--- src/rtl/prog_load_ctrl.sv ---
// Boot/run sequencer: streams a program into core instruction memory, releases the core,
// then waits for the completion flag in data memory and captures the result word.
module prog_load_ctrl #(
  parameter int unsigned ADDR_W = 10,
  parameter int unsigned LEN_W  = 11
) (
  input  logic              clk,
  input  logic              rst_n,
  input  logic              cmd_go,
  input  logic [LEN_W-1:0]  prog_len,
  input  logic [31:0]       max_cycles,
  input  logic              ld_valid,
  input  logic [31:0]       ld_data,
  output logic              ld_ready,
  output logic              start,
  output logic [31:0]       address,
  output logic [31:0]       instruction,
  output logic              DataOrReg,
  output logic [31:0]       check_address,
  input  logic [31:0]       value,
  input  logic              flush,
  input  logic              branch_e,
  output logic              busy,
  output logic              done,
  output logic              timeout,
  output logic [31:0]       result,
  output logic [31:0]       cycle_cnt,
  output logic [31:0]       flush_cnt,
  output logic [31:0]       branch_cnt
);

  localparam logic [2:0] StIdle = 3'd0;
  localparam logic [2:0] StLoad = 3'd1;
  localparam logic [2:0] StRun  = 3'd2;
  localparam logic [2:0] StRead = 3'd3;
  localparam logic [2:0] StDone = 3'd4;

  logic [2:0]        state_q, state_d;
  logic [LEN_W-1:0]  len_q, len_d;
  logic [LEN_W-1:0]  idx_q, idx_d;
  logic [31:0]       max_q, max_d;
  logic [ADDR_W-1:0] addr_q, addr_d;
  logic [31:0]       instr_q, instr_d;
  logic              timeout_q, timeout_d;
  logic [31:0]       result_q, result_d;
  logic [31:0]       cyc_q, cyc_d;
  logic [31:0]       flush_q, flush_d;
  logic [31:0]       branch_q, branch_d;

  always_comb begin
    state_d   = state_q;
    len_d     = len_q;
    idx_d     = idx_q;
    max_d     = max_q;
    addr_d    = addr_q;
    instr_d   = instr_q;
    timeout_d = timeout_q;
    result_d  = result_q;
    cyc_d     = cyc_q;
    flush_d   = flush_q;
    branch_d  = branch_q;
    case (state_q)
      StIdle, StDone: begin
        if (cmd_go) begin
          len_d     = prog_len;
          max_d     = max_cycles;
          idx_d     = '0;
          cyc_d     = '0;
          flush_d   = '0;
          branch_d  = '0;
          timeout_d = 1'b0;
          result_d  = '0;
          state_d   = (prog_len == '0) ? StRun : StLoad;
        end
      end
      StLoad: begin
        // One extra LOAD cycle after the last beat presents the final write with start high.
        if (idx_q == len_q) begin
          state_d = StRun;
        end else if (ld_valid) begin
          addr_d  = idx_q[ADDR_W-1:0];
          instr_d = ld_data;
          idx_d   = idx_q + LEN_W'(1);
        end
      end
      StRun: begin
        if (cyc_q != '1) cyc_d = cyc_q + 32'd1;
        if (flush && flush_q != '1) flush_d = flush_q + 32'd1;
        if (branch_e && branch_q != '1) branch_d = branch_q + 32'd1;
        if (value == 32'd1) begin
          state_d = StRead;
        end else if (max_q != '0 && cyc_q + 32'd1 == max_q) begin
          state_d   = StDone;
          timeout_d = 1'b1;
        end
      end
      StRead: begin
        result_d = value;
        state_d  = StDone;
      end
      default: state_d = StIdle;
    endcase
  end

  always_ff @(posedge clk or negedge rst_n) begin
    if (!rst_n) begin
      state_q   <= StIdle;
      len_q     <= '0;
      idx_q     <= '0;
      max_q     <= '0;
      addr_q    <= '0;
      instr_q   <= '0;
      timeout_q <= 1'b0;
      result_q  <= '0;
      cyc_q     <= '0;
      flush_q   <= '0;
      branch_q  <= '0;
    end else begin
      state_q   <= state_d;
      len_q     <= len_d;
      idx_q     <= idx_d;
      max_q     <= max_d;
      addr_q    <= addr_d;
      instr_q   <= instr_d;
      timeout_q <= timeout_d;
      result_q  <= result_d;
      cyc_q     <= cyc_d;
      flush_q   <= flush_d;
      branch_q  <= branch_d;
    end
  end

  assign ld_ready      = (state_q == StLoad) && (idx_q != len_q);
  assign start         = (state_q != StRun);
  assign address       = {{(32-ADDR_W){1'b0}}, addr_q};
  assign instruction   = instr_q;
  assign DataOrReg     = 1'b1;
  assign check_address = (state_q == StRead) ? 32'd1 : 32'd0;
  assign busy          = (state_q == StLoad) || (state_q == StRun) || (state_q == StRead);
  assign done          = (state_q == StDone);
  assign timeout       = timeout_q;
  assign result        = result_q;
  assign cycle_cnt     = cyc_q;
  assign flush_cnt     = flush_q;
  assign branch_cnt    = branch_q;

endmodule

--- config.mk ---
export PLATFORM = sky130hd
export DESIGN_NAME = prog_load_ctrl
export DESIGN_NICKNAME = d
export VERILOG_FILES = /design/src/rtl/prog_load_ctrl.sv
export SDC_FILE = /design/constraint.sdc
export NUM_CORES = 1
export LEC_CHECK = 0
export CAP_MARGIN = 20
export CORE_MARGIN = 1.5
export CORE_UTILIZATION = 45
export DETAILED_ROUTE_END_ITERATION = 6
export PLACE_DENSITY = 0.76
export SYNTH_ARGS = -nofsm -noshare
export SYNTH_HDL_FRONTEND = slang
export SYNTH_SLANG_ARGS = --single-unit
--- constraint.sdc ---
create_clock -name clk -period 3.5 [get_ports clk]
set_input_delay 1.05 -clock clk [delete_from_list [all_inputs] [get_ports clk]]
set_output_delay 1.05 -clock clk [all_outputs]
set_load 0.1 [all_outputs]
==> summary.txt, run 1 <==
Worst setup path
  – Worst Path Arrival: 2.23 ns
  – CP Launch Type: register
  – Worst setup EP type: output port
  – Flop-to-flop setup slack: 0.33 ns
  – Crit Path Class: reg2out
  – CP Data Required Time: roughly 2.5 ns
  – Crit Path Max Fanout: 6

Pwr
  – Sequential power share: between 20 and 30%
  – Net Sw Power: around 6.4 mW
  – Internal power: 6.58 mW
  – Max VDD drop: approximately 1.4 mV
  – Switching share of power: 49.4%
  – Gate power share: 49.4%
  – Clock power share: 21.1%
  – Leakage power: 7.08 nW
  – Pwr Density: 845 nW/um2

STA
  – Final Slew Violations: 0
  – Slew headroom: between 50% and 60%
  – Minimum clock period: 3.28 ns
  – Final setup fails: 0
  – Final Skew: 0.0112 ns
  – Tcrit/Tclk final: 93.8%
  – RSZ-0062 raised after global routing: no
  – Worst-Margin Slew: 0.633 ns
  – Max Clock Freq: 305 MHz
  – Fin. Hold Viols: 0
  – Setup tns final: 0 ns
  – Final WS setup: 0.216 ns

Clock tree
  – CTS clk-pin slew, worst paths: 0.06 ns
  – H-tree lvl count: 1
  – CTS resizes: 0
  – Clock buffer depth: 3
  – CTS buffer count: 26
  – Post-CTS setup buffers: 0
  – Clk sink count: 228
  – Clock Latency Late Sink: 0.54 ns
  – CTS Root Cell: clkbuf_16
  – CTS Hold Bufs: 0
  – CTS tree: done

Route
  – Final ANT Viol Nets: 0
  – DRT Pass-1 Iters: 5
  – DRC: 0
  – DR vias: 10200
  – Top layer in use: met5
  – Post-Route WL: roughly 33000 um
  – Routed len/inst: 17.3 um
  – Vias per cell: 5.43
  – WL met1: 13500 um
  – DR iter-0 viols: 756
  – Wire length on met3: 2670 um
  – Met2 Wirelength: 15500 um

Yosys
  – Ys Warns: 0
  – Post-synth EDFFs: 0
  – Sequential area share after synthesis: 48.3%
  – Netlist cell types: 65
  – Prevailing post-synth register cell: dfrtp_1
  – Syn Area/Cell: 9.42 um2
  – Cell Area, Synth: around 12000 um2
  – FF+latch count, synth: about 230
  – Ys async rst share: 100%
  – Gate Count Post-Synth: 1254

Layout
  – Layout cells sized above 1: 19.4%
  – Post-route cell area: 15400 um2
  – Synth-to-layout area growth: 30.2%
  – # nets final: 1645
  – Final Util: 59.4%
  – Fin cells: 1884

Global route
  – Largest net degree at the start of global routing: 105
  – Total track usage: around a quarter
  – Grt total ovfl: 0
  – Vias in the first global route: around 9900
  – Initial antenna violation count: 3
  – First-pass GRT wire length: 52200 um

Floorplanning
  – Core Region: 25900 um2
  – Die width: 165 um
  – Initial Util: 45.6%
  – Die Ht: 165 um
  – Die Area: between 20000 and 30000 um2
  – Rows: 59
  – Boundary Pins: 343

Placed design
  – Port Buf Inserts: 288
  – DP Cell Count: 1834
  – Setup WS pre-CTS: around 0.27 ns
  – Routability cong.: 0.895
  – Area after DPL: between 10000 and 15000 um2
  – Detailed Place HPWL: 23600 um

Hold path
  – Type of the worst min-delay path: in2async

Job
  – Max Cap Viol: 0

Outcome
  – Status: finished clean
per-stage QoR:
step | power (mW) | hold WS, ns
after floorplan | 8.66 | 0.467
after global placement | 10.2 | 0.471
after detailed placement | 10.3 | 0.485
after CTS | 13.1 | 0.504
after global routing | 13.6 | 0.516
final | 13.0 | 0.481
registers in the layout (all words and copies together), names as in the netlist:
| signal | flops |
|---|---|
| len_q | 11 |
| instruction | 32 |
| flush_cnt | 32 |
| state_q | 3 |
| branch_cnt | 32 |
| max_q | 32 |
| idx_q | 11 |
| cycle_cnt | 32 |
| timeout | 1 |
| addr_q | 10 |
| result | 32 |
kinds of logic (layout without fill, tap and decap cells):
logic type | Yosys count | after routing | share of synthesized area, %
compound gates | 179 | 179 | 9.86
mux | 45 | 45 | 4.25
other cells | 2 | 55 | 0.0636
simple gates | 563 | 563 | 23.4
flops | 228 | 228 | 48.3
xor+xnor | 104 | 104 | 7.71
fa+ha+maj | 4 | 4 | 0.424
buf+inv | 129 | 371 | 6.01
metal layers:
metal,global-route usage (%),vias to the layer above
met1,32.0,4909
met5,0,-
met2,38.4,406
met4,7.17,4
met3,5.80,58
li1,-,4848
final cells by class:
type | count | area, um2
Antenna cell | 1 | 2.50
Timing Repair Buffer | 313 | 2740
Clock inverter | 12 | 160
Tap cell | 335 | 419
Clock buffer | 36 | 708
Fill cell | 2184 | 10500
Inverter | 10 | 37.5
Multi-Input combinational cell | 949 | 5610
Sequential cell | 228 | 5710
layout by cell type, fill, tap and decap left out, drive strengths merged, types with 36 or more instances in the layout:
| cell type | n |
|---|---|
| xor2 | 49 |
| o21ai | 65 |
| mux2 | 41 |
| conb | 54 |
| buf | 202 |
| nand4 | 37 |
| clkbuf | 36 |
| clkdlybuf4s50 | 111 |
| nor2 | 109 |
| xnor2 | 55 |
| nand3 | 54 |
| nand2 | 212 |
| dfrtp | 228 |
synth_stat cells, types with 10 or more instances:
master | n | area (um2)
and2_1 | 10 | 62.6
buf_2 | 12 | 60.1
and4_1 | 16 | 140
or3_1 | 13 | 81.3
nor2_1 | 109 | 409
xnor2_1 | 55 | 482
and3_1 | 19 | 119
o31ai_1 | 17 | 128
a21oi_1 | 29 | 145
o21ai_0 | 58 | 290
a22o_1 | 32 | 280
nor3_1 | 24 | 120
buf_4 | 56 | 420
nor4_1 | 29 | 181
xor2_1 | 49 | 429
mux2_2 | 41 | 462
nand3_1 | 54 | 270
dfrtp_1 | 228 | 5710
inv_1 | 10 | 37.5
nand2_1 | 212 | 796
nand4_1 | 36 | 225
clkbuf_1 | 49 | 184
final timing paths:
path	startpoint	endpoint	cells past startpoint
max in group asynchronous	rst_n	instruction[31]	2
setup / recovery	state_q[0]	ld_ready	4
min in group clk	len_q[3]	len_q[3]	2
hold / removal	rst_n	max_q[8]	1
hold reg to reg	len_q[3]	len_q[3]	2
setup reg to reg	cycle_cnt[0]	state_q[2]	9
worst max-delay path: stages, from the launching register on:
cell	delay, ns
dfrtp_1	0.44
inv_1	0.10
nor3_1	0.52
nor2b_2	0.41
buf_12	0.22
power by group through the flow:
stage / sequential (mW) / clock, mW / combinational [mW]
after detailed placement: 3.86 / 0 / 6.41
after global placement: 3.84 / 0 / 6.32
final: 3.83 / 2.75 / 6.42
after floorplan: 6.39 / 0 / 2.27
after global routing: 3.93 / 2.92 / 6.74
after CTS: 3.83 / 2.81 / 6.43
Note: power is estimated with default switching activity, not from simulation.
==> run 2: changes to the inputs <==
--- a/config.mk
+++ b/config.mk
@@ -10,6 +10,7 @@
 export CORE_UTILIZATION = 45
 export DETAILED_ROUTE_END_ITERATION = 6
 export PLACE_DENSITY = 0.76
+export SKIP_LAST_GASP = 1
 export SYNTH_ARGS = -nofsm -noshare
 export SYNTH_HDL_FRONTEND = slang
 export SYNTH_SLANG_ARGS = --single-unit
==> constraint.sdc (replaced) <==
create_clock -name clk -period 3.5 [get_ports clk]
set_input_delay 0.525 -clock clk [delete_from_list [all_inputs] [get_ports clk]]
set_output_delay 0.525 -clock clk [all_outputs]
set_load 0.1 [all_outputs]
==> summary.txt, run 2 (synthesized netlist as in run 1, its figures left out) <==
Outcome
  – Status: finished clean (unchanged)

Worst setup path
  – Worst Path Arrival: 3.60 ns (was 2.23 ns)
  – WP buf/inv: 0 (was 2)
  – CP peak stage delay: 0.52 ns (about the same)
  – CP Launch Type: register (unchanged)
  – Crit path max-delay family: simple AND/OR/NAND/NOR gates (unchanged)
  – Worst setup EP type: register (was output port)
  – CP Data Required Time: 3.95 ns (was 2.45 ns)
  – Reg2Reg Launch Point: cycle_cnt[0] (unchanged)
  – Crit Path Max Fanout: 14 (was 6)
  – Crit Path Class: reg2reg (was reg2out)
  – Crit. Startpoint: cycle_cnt[0] (was state_q[0])
  – CP cell instances: ha_1, and4_2, nand4_4, nor4_4, xnor2_1, or4b_1, nor4_2, a41oi_1, o21ai_1 (was inv_1, nor3_1, nor2b_2, buf_12)
  – Slowest cell on crit path: or4b_1 (was nor3_1)

Clock tree
  – CTS Root Cell: clkbuf_16 (unchanged)
  – CTS resizes: 0 (unchanged)
  – CTS Hold Bufs: 0 (unchanged)
  – Clk sink count: 228 (unchanged)
  – CTS clk-pin slew, worst paths: 0.06 ns (about the same)
  – H-tree lvl count: 1 (unchanged)
  – Post-CTS setup buffers: 0 (unchanged)
  – Clock Latency Late Sink: 0.53 ns (was 0.54 ns)
  – Clock buffer depth: 3 (unchanged)
  – CTS buffer count: 26 (unchanged)
  – CTS tree: done (unchanged)

Hold path
  – Type of the worst min-delay path: in2async (unchanged)

STA
  – Setup tns final: 0 ns (unchanged)
  – Final setup fails: 0 (unchanged)
  – Hold slack: 0.0602 ns (was 0.481 ns)
  – Max Clock Freq: 318 MHz (was 305 MHz)
  – Worst-Margin Slew: 1.05 ns (was 0.633 ns)
  – Slew headroom: 29.6% (was 57.4%)
  – Final Skew: 0.0126 ns (was 0.0112 ns)
  – Final Slew Violations: 0 (unchanged)
  – Fin. Hold Viols: 0 (unchanged)
  – Minimum clock period: 3.15 ns (was 3.28 ns)
  – Tcrit/Tclk final: 89.9% (was 93.8%)
  – RSZ-0062 raised after global routing: no (unchanged)
  – Final WS setup: 0.353 ns (was 0.216 ns)

Global route
  – Grt total ovfl: 0 (unchanged)
  – Largest net degree at the start of global routing: 99 (was 105)
  – Vias in the first global route: 9922 (was 9898)
  – First-pass GRT wire length: 53000 um (was 52200 um)
  – Initial antenna violation count: 1 (was 3)
  – Total track usage: 24.4% (was 23.9%)

Route
  – Vias per cell: 5.44 (was 5.43)
  – Final ANT Viol Nets: 0 (unchanged)
  – DR iter-0 viols: 937 (was 756)
  – DR vias: 10200 (about the same)
  – DRC: 0 (unchanged)
  – DRT Pass-1 Iters: 6 (was 5)
  – Post-Route WL: 33600 um (was 32600 um)
  – Routed len/inst: 17.9 um (was 17.3 um)

Placed design
  – Routability cong.: 0.918 (was 0.895)
  – Detailed Place HPWL: 23700 um (was 23600 um)
  – Port Buf Inserts: 288 (unchanged)
  – Setup WS pre-CTS: 0.401 ns (was 0.270 ns)

Floorplanning
  – Core Region: 25900 um2 (unchanged)
  – Rows: 59 (unchanged)
  – Die Ht: 165 um (unchanged)
  – Die Area: 27200 um2 (unchanged)
  – Boundary Pins: 343 (unchanged)
  – Die width: 165 um (unchanged)
  – Initial Util: 45.6% (unchanged)

Job
  – Max Cap Viol: 0 (unchanged)

Pwr
  – Leakage power: 6.74 nW (was 7.08 nW)
  – Max VDD drop: 1.08 mV (was 1.39 mV)
  – Pwr Density: 835 nW/um2 (was 845 nW/um2)

Layout
  – Synth-to-layout area growth: 32.6% (was 30.2%)
  – # nets final: 1638 (was 1645)
  – Most frequent cells in the layout: 270 x clkdlybuf4s50_1, 228 x dfrtp_1, 211 x nand2_1 (was 228 x dfrtp_1, 211 x nand2_1, 193 x buf_4)
  – Final Util: 60.5% (was 59.4%)
  – Fill count: 2146 (was 2184)
  – Most common cell after layout, fill and taps aside: clkdlybuf4s50_1 (was dfrtp_1)
  – Layout cells sized above 1: 8.64% (was 19.4%)
-- run 2: path summary, 6_finish.rpt --
path                       cells after the start  slack, ns        endpoint
setup / recovery                               9       0.35      state_q[2]
hold / removal                                 1       0.06   cycle_cnt[10]
setup reg to reg                               9       0.35      state_q[2]
hold reg to reg                                1       0.50      result[30]
max in group asynchronous                      2       2.61  branch_cnt[31]
min in group clk                               1       0.50      result[30]
-- run 2: metrics by stage --
stage / power (mW) / instance area, um2 / instances
finish: 13.1 / 15700 / 1876
global route: 13.6 / 15700 / 1876
CTS: 13.2 / 15700 / 1875
detailed placement: 10.3 / 14800 / 1828
global placement: 10.2 / 14800 / 1828
floorplan: 8.66 / 12000 / 1306
-- run 2: area by class of cell --
class	instances	area, um2	area share, %
repair buffers	306	3020	19.3
diodes	1	2.50	0.0160
well taps	335	419	2.68
inverters	10	37.5	0.240
flip-flops and latches	228	5710	36.4
clock buffers	40	785	5.01
clock inverters	7	91.3	0.583
multi-input cells	949	5610	35.8
-- run 2: power by group --
part	leakage, nW	switching [mW]	internal (mW)
Clock	0.434	1.09	1.69
Sequential	3.02	0.564	3.27
Combinational	3.28	4.75	1.72
Total	6.74	6.40	6.68
-- run 2: layer usage --
| layer | vias up | GRT usage [%] | wire [um] |
|---|---|---|---|
| li1 | 4829 | - | - |
| met1 | 4939 | 32.1 | 14000 |
| met2 | 380 | 40.0 | 16000 |
| met3 | 62 | 6.28 | 2770 |
| met4 | 0 | 6.39 | 762 |
| met5 | - | 0 | 0 |
==> run 3: changes to the inputs <==
--- a/config.mk
+++ b/config.mk
@@ -7,9 +7,10 @@
 export LEC_CHECK = 0
 export CAP_MARGIN = 20
 export CORE_MARGIN = 1.5
-export CORE_UTILIZATION = 45
+export CORE_UTILIZATION = 48
 export DETAILED_ROUTE_END_ITERATION = 6
-export PLACE_DENSITY = 0.76
+export PLACE_DENSITY = 0.81
+export SETUP_SLACK_MARGIN = 0.1
 export SKIP_LAST_GASP = 1
 export SYNTH_ARGS = -nofsm -noshare
 export SYNTH_HDL_FRONTEND = slang
==> summary.txt, run 3 (synthesized netlist as in run 1, its figures left out) <==
Outcome
  – Status: finished with violations (was finished clean)
  – Failing checks: negative hold slack

Layout
  – Post-route cell area: 15600 um2 (was 15700 um2)
  – Most common cell after layout, fill and taps aside: clkdlybuf4s50_1 (unchanged)
  – Fill count: 1920 (was 2146)
  – Synth-to-layout area growth: 32.3% (was 32.6%)
  – Most frequent cells in the layout: 274 x clkdlybuf4s50_1, 226 x dfrtp_1, 211 x nand2_1 (was 270 x clkdlybuf4s50_1, 228 x dfrtp_1, 211 x nand2_1)
  – # nets final: 1641 (was 1638)
  – Layout cells sized above 1: 8.55% (was 8.64%)

Floorplanning
  – Initial Util: 48.7% (was 45.6%)
  – Die Ht: 160 um (was 165 um)
  – Die width: 160 um (was 165 um)
  – Rows: 57 (was 59)
  – Core Region: 24200 um2 (was 25900 um2)
  – Die Area: 25600 um2 (was 27200 um2)
  – Boundary Pins: 343 (unchanged)

Global route
  – Vias in the first global route: 10100 (was 9922)
  – Largest net degree at the start of global routing: 87 (was 99)
  – Initial antenna violation count: 2 (was 1)
  – Grt total ovfl: 0 (unchanged)
  – Total track usage: 25.8% (was 24.4%)
  – First-pass GRT wire length: 53500 um (was 53000 um)

Worst setup path
  – CP peak stage delay: 0.49 ns (was 0.52 ns)
  – Worst setup EP type: register (unchanged)
  – CP Launch Type: register (unchanged)
  – Crit Path Max Fanout: 14 (unchanged)
  – Crit Path Class: reg2reg (unchanged)
  – CP cell instances: ha_1, and4_2, nand4_4, or3_1, o31a_1, nand4b_1, nor4_1, and4b_1, a2111oi_0 (was ha_1, and4_2, nand4_4, nor4_4, xnor2_1, or4b_1, nor4_2, a41oi_1, o21ai_1)
  – CP Data Required Time: 3.88 ns (was 3.95 ns)
  – Worst Path Arrival: 3.48 ns (was 3.60 ns)
  – Slowest cell on crit path: or3_1 (was or4b_1)

Clock tree
  – CTS tree: done (unchanged)
  – Post-CTS setup buffers: 0 (unchanged)
  – Clock buffer depth: 3 (unchanged)
  – CTS resizes: 0 (unchanged)
  – CTS Root Cell: clkbuf_16 (unchanged)
  – Clk sink count: 228 (unchanged)
  – CTS buffer count: 26 (unchanged)
  – Clock Latency Late Sink: 0.54 ns (was 0.53 ns)
  – CTS Hold Bufs: 0 (unchanged)
  – CTS clk-pin slew, worst paths: 0.07 ns (was 0.06 ns)
  – H-tree lvl count: 1 (unchanged)

STA
  – Worst-Margin Slew: 1.06 ns (was 1.05 ns)
  – Fin. Hold Viols: 19 (was 0)
  – Slew headroom: 28.9% (was 29.6%)
  – Hold slack: -0.0211 ns (was 0.0602 ns)
  – Final setup fails: 0 (unchanged)
  – Minimum clock period: 3.10 ns (was 3.15 ns)
  – Setup tns final: 0 ns (unchanged)
  – Tcrit/Tclk final: 88.7% (was 89.9%)
  – Final Skew: 0.0217 ns (was 0.0126 ns)
  – Final Slew Violations: 0 (unchanged)
  – RSZ-0062 raised after global routing: no (unchanged)
  – Max Clock Freq: 322 MHz (was 318 MHz)

Route
  – DRC: 0 (unchanged)
  – Post-Route WL: 33300 um (was 33600 um)
  – DRT Pass-1 Iters: 5 (was 6)
  – Vias per cell: 5.54 (was 5.44)
  – Final ANT Viol Nets: 0 (unchanged)
  – DR iter-0 viols: 746 (was 937)
  – DR vias: 10400 (was 10200)
  – Routed len/inst: 17.8 um (was 17.9 um)

Placed design
  – Area after DPL: 14800 um2 (about the same)
  – Port Buf Inserts: 288 (unchanged)
  – Detailed Place HPWL: 24200 um (was 23700 um)
  – Routability cong.: 0.923 (was 0.918)

Job
  – Max Cap Viol: 0 (unchanged)

Hold path
  – Type of the worst min-delay path: in2async (unchanged)

Pwr
  – Leakage power: 6.71 nW (was 6.74 nW)
  – Max VDD drop: 1.09 mV (was 1.08 mV)
  – Pwr Density: 829 nW/um2 (was 835 nW/um2)
[run 3: changes by cell type in the layout (fill, tap and decap cells not counted), moves of 2 or more]
cell             before  now
buf_12                3    1
clkbuf_1              7   10
clkdlybuf4s50_1     270  274
dfrtp_1             228  226
dfrtp_2               0    2
[run 3: worst max-delay path, delay by kind of cell (launching register included)]
family | cells | cell delay, ns
and+or+nand+nor | 6 | 1.81
adders and majority gates | 1 | 0.30
AOI/OAI and AO/OA | 2 | 0.40
DFF | 1 | 0.43
[run 3: layout make-up]
cell class	count	area [um2]	share of cell area, %
diodes	2	5.00	0.0320
clock buffers	42	771	4.93
clock inverters	6	66.3	0.424
inverters	10	37.5	0.240
multi-input cells	949	5610	35.9
flip-flops and latches	228	5710	36.5
well taps	324	405	2.59
repair buffers	309	3030	19.4
[run 3: worst paths after layout]
kind | start | slack [ns] | to | depth (start not counted)
max reg2reg | cycle_cnt[0] | 0.40 | state_q[1] | 9
max | cycle_cnt[0] | 0.40 | state_q[1] | 9
min reg2reg | result[9] | 0.50 | result[9] | 1
min in group clk | result[9] | 0.50 | result[9] | 1
min | rst_n | -0.02 | result[19] | 1
max in group asynchronous | rst_n | 2.72 | cycle_cnt[0] | 2
[run 3: metrics by stage]
stage | hold slack, ns | setup slack [ns] | utilization (%) | power, mW | cells
2_1_floorplan | 0.229 | 0.138 | - | 8.66 | 1306
3_3_place_gp | 0.473 | 0.544 | 60.9 | 10.2 | 1819
3_5_place_dp | 0.481 | 0.416 | 61.0 | 10.3 | 1820
4_1_cts | 0.000268 | 0.405 | 64.5 | 13.0 | 1868
5_1_grt | 0.0252 | 0.153 | 64.5 | 13.5 | 1869
6_report | -0.0211 | 0.396 | 64.5 | 13.0 | 1870
[run 3: layer usage]
metal / GRT usage, % / wire length, um / vias to the layer above
met5: 0 / 0 / -
met4: 8.67 / 1140 / 0
met3: 6.49 / 2640 / 76
met2: 42.3 / 15700 / 392
met1: 33.6 / 13800 / 5052
li1: - / - / 4836
[run 3: power by group]
part | internal (mW) | switching (mW) | total (mW) | leakage [nW]
clock | 1.58 | 1.08 | 2.66 | 0.412
combinational | 1.73 | 4.75 | 6.48 | 3.28
sequential | 3.28 | 0.550 | 3.83 | 3.02
